**src/rtl/rggen_rtl_pkg.sv**
```systemverilog
// Shared types for the rggen APB bridge: register-side status encoding,
// bridge FSM states and a small status decode helper.
package rggen_rtl_pkg;

    // Register-side completion status returned by the bit-field logic.
    typedef enum logic [1:0] {
        OKAY         = 2'd0,
        EXOKAY       = 2'd1,
        SLAVE_ERROR  = 2'd2,
        DECODE_ERROR = 2'd3
    } rggen_status;

    // Bridge FSM: one register access per APB transfer.
    typedef enum logic [1:0] {
        IDLE     = 2'd0,
        ACCESS   = 2'd1,
        RESPONSE = 2'd2
    } rggen_apb_bridge_state_e;

    // Both error encodings map onto the single APB error flag.
    function automatic logic is_error_status(rggen_status status);
        return (status == SLAVE_ERROR) || (status == DECODE_ERROR);
    endfunction

endpackage

```
**src/rtl/rggen_apb_bridge_if.sv**
```systemverilog
// Bus bundle for rggen_apb_bridge: APB slave port plus the register-side
// request/response port. The slave modport is the bridge view; the master
// modport is the environment view (APB requester and register responder).
//
// Handshake: the bridge raises o_reg_valid with the request held stable;
// the request completes in the cycle i_reg_ready is 1, and i_reg_read_data
// and i_reg_status are only sampled in that cycle. On the APB side a
// transfer completes in the single cycle o_pready is 1.
interface rggen_apb_bridge_if #(
    parameter int ADDRESS_WIDTH = 16,
    parameter int BUS_WIDTH     = 32
);
    logic                       i_psel;
    logic                       i_penable;
    logic [ADDRESS_WIDTH-1:0]   i_paddr;
    logic                       i_pwrite;
    logic [BUS_WIDTH-1:0]       i_pwdata;
    logic [BUS_WIDTH/8-1:0]     i_pstrb;
    logic                       o_pready;
    logic [BUS_WIDTH-1:0]       o_prdata;
    logic                       o_pslverr;

    logic                       o_reg_valid;
    logic                       o_reg_write;
    logic [ADDRESS_WIDTH-1:0]   o_reg_address;
    logic [BUS_WIDTH-1:0]       o_reg_write_data;
    logic [BUS_WIDTH-1:0]       o_reg_write_mask;
    logic                       i_reg_ready;
    logic [BUS_WIDTH-1:0]       i_reg_read_data;
    logic [1:0]                 i_reg_status;

    modport master (
        output i_psel, i_penable, i_paddr, i_pwrite, i_pwdata, i_pstrb,
        input  o_pready, o_prdata, o_pslverr,
        input  o_reg_valid, o_reg_write, o_reg_address, o_reg_write_data, o_reg_write_mask,
        output i_reg_ready, i_reg_read_data, i_reg_status
    );

    modport slave (
        input  i_psel, i_penable, i_paddr, i_pwrite, i_pwdata, i_pstrb,
        output o_pready, o_prdata, o_pslverr,
        output o_reg_valid, o_reg_write, o_reg_address, o_reg_write_data, o_reg_write_mask,
        input  i_reg_ready, i_reg_read_data, i_reg_status
    );
endinterface

```
**src/rtl/rggen_apb_bridge_watchdog.sv**
```systemverilog
// Counts consecutive ACCESS cycles and flags the cycle in which the access
// has lasted TIMEOUT_CYCLES cycles. Used only in builds with
// RGGEN_APB_BRIDGE_TIMEOUT_EN defined.
module rggen_apb_bridge_watchdog #(
    parameter int TIMEOUT_CYCLES = 255
)(
    input  logic i_clk,
    input  logic i_rst,
    input  logic i_active,
    output logic o_timeout
);
    logic [15:0] count;

    // Count cycles spent in ACCESS; restart whenever the access ends.
    always_ff @(posedge i_clk) begin
        if (i_rst || !i_active) begin
            count <= '0;
        end else begin
            count <= count + 16'd1;
        end
    end

    assign o_timeout = i_active && (count == 16'(TIMEOUT_CYCLES - 1));
endmodule

```
**src/rtl/rggen_apb_bridge.sv**
```systemverilog
// APB-to-rggen register bridge. Converts one APB transfer into one
// register-side access (IDLE -> ACCESS -> RESPONSE -> IDLE), giving one
// APB wait state minimum. Optional access timeout is enabled by defining
// RGGEN_APB_BRIDGE_TIMEOUT_EN; otherwise ACCESS waits indefinitely.
module rggen_apb_bridge
    import rggen_rtl_pkg::*;
#(
    parameter int ADDRESS_WIDTH  = 16,
    parameter int BUS_WIDTH      = 32,
    parameter int TIMEOUT_CYCLES = 255
)(
    input  logic                    i_clk,
    input  logic                    i_rst,
    rggen_apb_bridge_if.slave       bus,
    output rggen_apb_bridge_state_e o_state
);
    localparam int STRB_WIDTH = BUS_WIDTH / 8;

    rggen_apb_bridge_state_e    state;
    rggen_apb_bridge_state_e    next_state;
    logic [ADDRESS_WIDTH-1:0]   addr_q;
    logic                       write_q;
    logic [BUS_WIDTH-1:0]       wdata_q;
    logic [STRB_WIDTH-1:0]      strb_q;
    logic [BUS_WIDTH-1:0]       rdata_q;
    rggen_status                status_q;
    logic [BUS_WIDTH-1:0]       mask;
    logic                       setup;
    logic                       timeout;

    assign setup   = bus.i_psel && !bus.i_penable;
    assign o_state = state;

`ifdef RGGEN_APB_BRIDGE_TIMEOUT_EN
    rggen_apb_bridge_watchdog #(
        .TIMEOUT_CYCLES (TIMEOUT_CYCLES)
    ) u_watchdog (
        .i_clk     (i_clk),
        .i_rst     (i_rst),
        .i_active  (state == ACCESS),
        .o_timeout (timeout)
    );
`else
    // No watchdog in this build: the comparison is constant false and only
    // keeps TIMEOUT_CYCLES referenced.
    assign timeout = (TIMEOUT_CYCLES < 0);
`endif

    // State register.
    always_ff @(posedge i_clk) begin
        if (i_rst) begin
            state <= IDLE;
        end else begin
            state <= next_state;
        end
    end

    // Next-state logic; psel dropping mid-access does not abort the access.
    always_comb begin
        next_state = state;
        case (state)
            IDLE:     if (setup) next_state = ACCESS;
            ACCESS:   if (bus.i_reg_ready || timeout) next_state = RESPONSE;
            RESPONSE: next_state = IDLE;
            default:  next_state = IDLE;
        endcase
    end

    // Capture the APB request at the setup phase, only while idle.
    always_ff @(posedge i_clk) begin
        if (i_rst) begin
            addr_q  <= '0;
            write_q <= 1'b0;
            wdata_q <= '0;
            strb_q  <= '0;
        end else if ((state == IDLE) && setup) begin
            addr_q  <= bus.i_paddr & ~ADDRESS_WIDTH'(STRB_WIDTH - 1);
            write_q <= bus.i_pwrite;
            wdata_q <= bus.i_pwdata;
            strb_q  <= bus.i_pstrb;
        end
    end

    // Capture the register response; ready wins over a same-cycle timeout.
    always_ff @(posedge i_clk) begin
        if (i_rst) begin
            rdata_q  <= '0;
            status_q <= OKAY;
        end else if (state == ACCESS) begin
            if (bus.i_reg_ready) begin
                rdata_q  <= write_q ? '0 : bus.i_reg_read_data;
                status_q <= rggen_status'(bus.i_reg_status);
            end else if (timeout) begin
                rdata_q  <= '0;
                status_q <= SLAVE_ERROR;
            end
        end
    end

    // Expand byte strobes to a per-bit write mask; reads carry no mask.
    always_comb begin
        mask = '0;
        for (int i = 0; i < STRB_WIDTH; i++) begin
            mask[8*i +: 8] = {8{strb_q[i] & write_q}};
        end
    end

    // Drive outputs only in their owning state, zero elsewhere.
    always_comb begin
        bus.o_reg_valid      = 1'b0;
        bus.o_reg_write      = 1'b0;
        bus.o_reg_address    = '0;
        bus.o_reg_write_data = '0;
        bus.o_reg_write_mask = '0;
        bus.o_pready         = 1'b0;
        bus.o_prdata         = '0;
        bus.o_pslverr        = 1'b0;
        if (state == ACCESS) begin
            bus.o_reg_valid      = 1'b1;
            bus.o_reg_write      = write_q;
            bus.o_reg_address    = addr_q;
            bus.o_reg_write_data = wdata_q;
            bus.o_reg_write_mask = mask;
        end else if (state == RESPONSE) begin
            bus.o_pready  = 1'b1;
            bus.o_prdata  = rdata_q;
            bus.o_pslverr = is_error_status(status_q);
        end
    end
endmodule
```
**src/flat_wrapper.sv**
```systemverilog
// flat-port wrapper written by rule: the top's interface ports become plain ports
module rggen_apb_bridge_flat import rggen_rtl_pkg::*;
#(
    parameter int ADDRESS_WIDTH  = 16,
    parameter int BUS_WIDTH      = 32,
    parameter int TIMEOUT_CYCLES = 255
)
  (i_clk, i_rst, o_state, bus_i_psel, bus_i_penable, bus_i_paddr, bus_i_pwrite, bus_i_pwdata, bus_i_pstrb, bus_o_pready, bus_o_prdata, bus_o_pslverr, bus_o_reg_valid, bus_o_reg_write, bus_o_reg_address, bus_o_reg_write_data, bus_o_reg_write_mask, bus_i_reg_ready, bus_i_reg_read_data, bus_i_reg_status);
  rggen_apb_bridge_if #(.ADDRESS_WIDTH(ADDRESS_WIDTH), .BUS_WIDTH(BUS_WIDTH)) bus_i ();
  input  logic i_clk;
  input  logic i_rst;
  output rggen_apb_bridge_state_e o_state;
  input wire logic [$bits(bus_i.i_psel)-1:0] bus_i_psel;
  input wire logic [$bits(bus_i.i_penable)-1:0] bus_i_penable;
  input wire logic [$bits(bus_i.i_paddr)-1:0] bus_i_paddr;
  input wire logic [$bits(bus_i.i_pwrite)-1:0] bus_i_pwrite;
  input wire logic [$bits(bus_i.i_pwdata)-1:0] bus_i_pwdata;
  input wire logic [$bits(bus_i.i_pstrb)-1:0] bus_i_pstrb;
  output wire logic [$bits(bus_i.o_pready)-1:0] bus_o_pready;
  output wire logic [$bits(bus_i.o_prdata)-1:0] bus_o_prdata;
  output wire logic [$bits(bus_i.o_pslverr)-1:0] bus_o_pslverr;
  output wire logic [$bits(bus_i.o_reg_valid)-1:0] bus_o_reg_valid;
  output wire logic [$bits(bus_i.o_reg_write)-1:0] bus_o_reg_write;
  output wire logic [$bits(bus_i.o_reg_address)-1:0] bus_o_reg_address;
  output wire logic [$bits(bus_i.o_reg_write_data)-1:0] bus_o_reg_write_data;
  output wire logic [$bits(bus_i.o_reg_write_mask)-1:0] bus_o_reg_write_mask;
  input wire logic [$bits(bus_i.i_reg_ready)-1:0] bus_i_reg_ready;
  input wire logic [$bits(bus_i.i_reg_read_data)-1:0] bus_i_reg_read_data;
  input wire logic [$bits(bus_i.i_reg_status)-1:0] bus_i_reg_status;
  assign bus_i.i_psel = bus_i_psel;
  assign bus_i.i_penable = bus_i_penable;
  assign bus_i.i_paddr = bus_i_paddr;
  assign bus_i.i_pwrite = bus_i_pwrite;
  assign bus_i.i_pwdata = bus_i_pwdata;
  assign bus_i.i_pstrb = bus_i_pstrb;
  assign bus_o_pready = bus_i.o_pready;
  assign bus_o_prdata = bus_i.o_prdata;
  assign bus_o_pslverr = bus_i.o_pslverr;
  assign bus_o_reg_valid = bus_i.o_reg_valid;
  assign bus_o_reg_write = bus_i.o_reg_write;
  assign bus_o_reg_address = bus_i.o_reg_address;
  assign bus_o_reg_write_data = bus_i.o_reg_write_data;
  assign bus_o_reg_write_mask = bus_i.o_reg_write_mask;
  assign bus_i.i_reg_ready = bus_i_reg_ready;
  assign bus_i.i_reg_read_data = bus_i_reg_read_data;
  assign bus_i.i_reg_status = bus_i_reg_status;
  rggen_apb_bridge #(.ADDRESS_WIDTH(ADDRESS_WIDTH), .BUS_WIDTH(BUS_WIDTH), .TIMEOUT_CYCLES(TIMEOUT_CYCLES)) u_core (.i_clk(i_clk), .i_rst(i_rst), .bus(bus_i), .o_state(o_state));
endmodule
```
**config.mk**
```make
export PLATFORM = sky130hd
export DESIGN_NAME = rggen_apb_bridge_flat
export DESIGN_NICKNAME = d
export VERILOG_FILES = /design/src/rtl/rggen_rtl_pkg.sv /design/src/rtl/rggen_apb_bridge_if.sv /design/src/rtl/rggen_apb_bridge_watchdog.sv /design/src/rtl/rggen_apb_bridge.sv /design/src/flat_wrapper.sv
export SDC_FILE = /design/constraint.sdc
export NUM_CORES = 1
export LEC_CHECK = 0
export CORE_ASPECT_RATIO = 1.25
export CORE_MARGIN = 3
export CORE_UTILIZATION = 40
export CTS_CLUSTER_DIAMETER = 30
export DETAILED_ROUTE_END_ITERATION = 8
export PLACE_DENSITY = 0.77
export SKIP_CTS_REPAIR_TIMING = 1
export SLEW_MARGIN = 20
export SYNTH_ARGS = -nofsm -noshare
export SYNTH_HDL_FRONTEND = slang
export SYNTH_HIERARCHICAL = 1
export SYNTH_SLANG_ARGS = --single-unit
```
**constraint.sdc**
```tcl
create_clock -name i_clk -period 1.7 [get_ports i_clk]
set_input_delay 0.34 -clock i_clk [delete_from_list [all_inputs] [get_ports i_clk]]
set_output_delay 0.34 -clock i_clk [all_outputs]
set_load 0.01 [all_outputs]
```
==> results.sh <==
export IMPL_status="finished, violations left"
export IMPL_violations="negative setup slack"
export IMPL_rsz0062_at_grt="true"
export IMPL_start_util=0.410
export IMPL_hold_worst_slack_ns=0.470
export IMPL_synthCells=501
export IMPL_grt_use_total=0.172
export IMPL_fmax_mhz=532
export IMPL_route_detailed_drc=0
export IMPL_total_power_w=0.00502
export IMPL_rrSetupSlack_ns=0.13
export IMPL_ff2ff_path_depth=6
export IMPL_ant_nets=0
export IMPL_grt_start_max_net_pins=68
export IMPL_ys_seq_area_frac=0.360
export IMPL_ios=210
export IMPL_critPathKind="flip-flop to output port"
export IMPL_final_setup_viol_count=111
export IMPL_routedWlPerCell_um=15.3
export IMPL_final_setup_worst_slack_ns=-0.180
export IMPL_vias=3885
export IMPL_post_place_ws_ns=-0.240
export IMPL_drt_first_pass_iters=4
export IMPL_final_util=0.648
export IMPL_grt_pass1_vias=3858
export IMPL_p_leak_nw=3.18
export IMPL_fillers=961
export IMPL_period_minus_slack_ns=1.88
export IMPL_yosys_area_top_type="dfxtp_1"
export IMPL_reg2reg_from="u_core/o_state[1]"
export IMPL_fp_dieArea_sq_um=13300
export IMPL_first_iter_violations=82
export IMPL_cts_buffer_depth=2
export IMPL_end_kind="output port"
export IMPL_max_slew_margin_rel=0.665
export IMPL_clockRootBuffer="clkbuf_16"
export IMPL_antenna_found_initial=0
export IMPL_die_h_um=128
export IMPL_vdd_ir_drop_worst_mv=0.425
export IMPL_num_rows=44
export IMPL_vias_per_cell=4.57
export IMPL_skew_ns=0.00424
export IMPL_clk_pin_slew_worst_paths_ns=0.06
export IMPL_ys_warn_count=6
export IMPL_nets=778
export IMPL_cts_tree="built"
export IMPL_clkLatencyLatePin_ns=0.33
export IMPL_avgSynthCellArea_sq_um=9.55
export IMPL_cts_inserted_buffers=9
export IMPL_async_reset_ff_frac=0
export IMPL_syn_to_final_growth_pct=58.1
export IMPL_io_buffers=204
export IMPL_ys_flop_type="dfxtp_1"
export IMPL_synth_most_common_cell="nand2b_1"
export IMPL_placed_area_sq_um=6750
export IMPL_drive_above_1_share=0.338
export IMPL_h_tree_depth=3
export IMPL_cp_required_ns=1.36
export IMPL_tightestPinTransition_ns=0.503
export IMPL_p_per_area_nw_per_um2=664
export IMPL_worstPathArrival_ns=1.54
export IMPL_diodes=0
export IMPL_drv_cap=0
export IMPL_core_area_sq_um=11700
export IMPL_clock_sinks=86
export IMPL_grt_overflow_total=0
export IMPL_start_kind="flip-flop"
export IMPL_cp_max_fo=10
export IMPL_drv_slew=0
export IMPL_die_w_um=104
export IMPL_grt_pass1_wl_um=18800
export IMPL_hpwl_um=8580
export IMPL_reg2reg_to="u_core/wdata_q[10]"
export IMPL_gp_congestion=0.771
export IMPL_synth_area_leaders="dfxtp_1 36%, nand2b_1 18%, mux2i_1 18%"
export IMPL_yosys_area_top_type_share=0.360
export IMPL_crit_end="bus_o_reg_write_data[29]"
export IMPL_synth_edff_count=0
export IMPL_synth_seq_cells=86
export IMPL_hp_class="flip-flop to flip-flop"
export IMPL_synth_distinct_cells=18
export IMPL_period_share=1.11
export IMPL_post_synth_instance_area_sq_um=4780
export IMPL_final_hold_violation_count=0
export IMPL_fin_area_sq_um=7560
export IMPL_totalWireLength_um=13000
export IMPL_synthTopCellsByCount="136 x nand2b_1, 86 x dfxtp_1, 84 x mux2i_1, 80 x and2_1, 32 x or3b_1"
export IMPL_crit_path_start="u_core/o_state[1]"
==> metrics by stage <==
step / cells / TNS (ns)
final: 851 / -11.76
after floorplan: 502 / 0
after detailed placement: 815 / -19.16
after global routing: 851 / -17.09
after global placement: 815 / -18.03
after CTS: 830 / -60.20
==> logic make-up (layout without fill, tap and decap cells) <==
kind of cell,after synthesis,in the layout,synth area share
buffers and inverters,71,259,0.104
flip-flops,86,86,0.360
AND/OR/NAND/NOR,258,258,0.357
AO/OA/AOI/OAI,1,1,0.00209
multiplexers,84,84,0.176
other,1,2,0.000784
==> placed cells by master (no fill, tap or decap), types with 2 or more instances in the layout <==
cell type	n
dlymetal6s2s_1	2
and2_4	55
buf_4	14
clkbuf_2	3
and2_1	25
clkbuf_8	2
dfxtp_1	85
buf_6	101
conb_1	2
buf_12	7
and3_4	4
clkbuf_16	14
buf_2	22
buf_8	3
mux2i_1	84
clkdlybuf4s50_1	87
bufinv_16	2
nand2b_1	136
or3b_1	32
==> layer usage <==
| layer | share of wire | global-route usage | routed length, um | vias up |
|---|---|---|---|---|
| met3 | 0.048 | 0.0373 | 621 | 15 |
| met4 | 0.018 | 0.0696 | 228 | 0 |
| met1 | 0.42 | 0.207 | 5430 | 1801 |
| met2 | 0.52 | 0.297 | 6740 | 124 |
| li1 | - | - | - | 1945 |
| met5 | 0 | 0 | 0 | - |
==> critical path: stages, from the launching register on <==
cell       delay (ns)
dfxtp_2          0.33
and2b_4          0.21
buf_6            0.13
buf_6            0.11
clkbuf_16        0.15
and2_1           0.15
buf_2            0.13
==> power breakdown <==
part / switching (W) / leakage, nW / internal (W)
registers: 0.0000471 / 0.700 / 0.00210
clock network: 0.000771 / 0.155 / 0.00136
logic: 0.000270 / 2.32 / 0.000474
total: 0.00109 / 3.18 / 0.00394
==> layout make-up <==
type / instances / area [sq um] / share of cell area
clock buffer: 12 / 256 / 0.0339
multi-input combinational: 345 / 2740 / 0.362
clock inverter: 3 / 67.6 / 0.00894
timing repair buffer: 244 / 2570 / 0.340
sequential: 86 / 1720 / 0.228
tap: 161 / 201 / 0.0266
==> registers in the layout (all words and copies together) (netlist names) <==
| signal | flops |
|---|---|
| u_core/o_state | 2 |
| u_core/wdata_q | 32 |
| u_core/addr_q | 14 |
| u_core/status_q | 1 |
| u_core/write_q | 1 |
| u_core/rdata_q | 32 |
| u_core/strb_q | 4 |
==> how the worst min path moves through the flow <==
stage	end	cells past startpoint	startpoint
finish	u_core/wdata_q[28]	2	u_core/wdata_q[28]
global placement	u_core/rdata_q[16]	2	u_core/rdata_q[16]
global route	u_core/wdata_q[19]	2	u_core/wdata_q[19]
CTS	u_core/rdata_q[16]	2	u_core/rdata_q[16]
floorplan	u_core/addr_q[10]	2	u_core/addr_q[10]
detailed placement	u_core/wdata_q[28]	2	u_core/wdata_q[28]
No activity file was read; power rests on OpenSTA's default activity.
==> variant, RTL diff (same flow settings) <==
`BUS_WIDTH` is set to 32 in 3 places; all go to 64.
--- a/src/rtl/rggen_apb_bridge_if.sv
+++ b/src/rtl/rggen_apb_bridge_if.sv
@@ -9,5 +9,5 @@
 interface rggen_apb_bridge_if #(
     parameter int ADDRESS_WIDTH = 16,
-    parameter int BUS_WIDTH     = 32
+    parameter int BUS_WIDTH     = 64
 );
     logic                       i_psel;
--- a/src/rtl/rggen_apb_bridge.sv
+++ b/src/rtl/rggen_apb_bridge.sv
@@ -7,5 +7,5 @@
 #(
     parameter int ADDRESS_WIDTH  = 16,
-    parameter int BUS_WIDTH      = 32,
+    parameter int BUS_WIDTH      = 64,
     parameter int TIMEOUT_CYCLES = 255
 )(
--- a/src/flat_wrapper.sv
+++ b/src/flat_wrapper.sv
@@ -3,5 +3,5 @@
 #(
     parameter int ADDRESS_WIDTH  = 16,
-    parameter int BUS_WIDTH      = 32,
+    parameter int BUS_WIDTH      = 64,
     parameter int TIMEOUT_CYCLES = 255
 )
Ports: changed (6 resized); port bits go from 210 to 374. The function was not compared with the original's and may differ.
==> variant against the original RTL <==
- the run still ends with negative setup slack left
- combinational power increased by 73%
- die area up 73%
- via count increased by 80%
- worst hold slack worse by 44 ps
- setup slack lost 170 ps
- final area rose by 70%
- wire length grew 95%
- total power up 80%
- synthesized area increased by 77%
- sequential cell count is 67 higher
- synthesized cell count grew 80%
- critical endpoint is now bus_o_prdata[28]
==> variant: results <==
metrics = {
    "run_status": {
        "status": "finished with violations",
        "violations": "negative setup slack",
    },
    "placement": {
        "routabilityCongestion": 0.772,
        "place_hpwl_mm": 17.2,
    },
    "synth": {
        "synth_top_cells_by_count": "nand2b_1 (238), dfxtp_1 (153), mux2i_1 (151)",
        "yosys.cell_types.count": 22,
        "synthTopCellsByArea": "dfxtp_1 (36%), mux2i_1 (18%), nand2b_1 (18%), and2_1 (11%), buf_4 (5.8%)",
        "synth-seq-cells": 153,
        "synthMuxAreaShare_pct": 17.8,
    },
    "timing": {
        "setup_violations": 209,
        "hold_ws_ps": 426,
        "fin_skew_ps": 11.9,
        "setup_ws_ps": -345,
    },
    "global_route": {
        "grt_usage_pct": 19.6,
        "grt_pass1_vias": 6797,
        "grt_pass1_wl_mm": 36.0,
    },
    "clocking": {
        "clk_latency_ps": 430,
        "htreeDepth": 4,
    },
    "worst_setup_path": {
        "r2r-end": "u_core/wdata_q[31]",
        "crit_fanout": 6,
    },
    "min_path": {
        "min-delay-start": "i_rst",
        "whs_path_depth": 3,
        "min_to": "u_core/rdata_q[20]",
    },
    "cells_and_area": {
        "post_layout_nonfiller_instances": 1502,
        "reg_top3": "u_core/rdata_q x64, u_core/wdata_q x64, u_core/addr_q x13",
    },
    "pwr": {
        "peakVddDrop_mv": 0.608,
        "seq-power_w": 0.00382,
    },
    "detailed_routing": {
        "drt-met1-wl_mm": 9.47,
        "first_iter_violations": 195,
        "wirelength_mm": 25.4,
    },
}
-- variant: changes by cell type in the layout (fill, tap and decap cells not counted), moves of 13 or more --
| cell | delta |
|---|---|
| buf_2 | +33 |
| nand2b_1 | +102 |
| clkdlybuf4s50_1 | +67 |
| dlymetal6s2s_1 | +13 |
| clkbuf_2 | +62 |
| mux2i_1 | +67 |
| and2_1 | +59 |
| or3b_2 | +55 |
| or3b_1 | -23 |
| dfxtp_1 | +65 |
| buf_4 | +13 |
| buf_6 | -17 |
-- variant: cells by family after synthesis --
family | count (synthesis)
buffers and inverters | 135
flip-flops | 153
AND/OR/NAND/NOR | 459
other | 1
AO/OA/AOI/OAI | 1
multiplexers | 151
-- variant: cell type report --
cell class                      count  area, um2
Clock buffer                       17        425
Fill cell                        1810       7580
Tap cell                          270        338
Antenna cell                        2       5.00
Timing Repair Buffer              431       4090
Clock inverter                     15        180
Sequential cell                   153       3070
Multi-Input combinational cell    614       4770
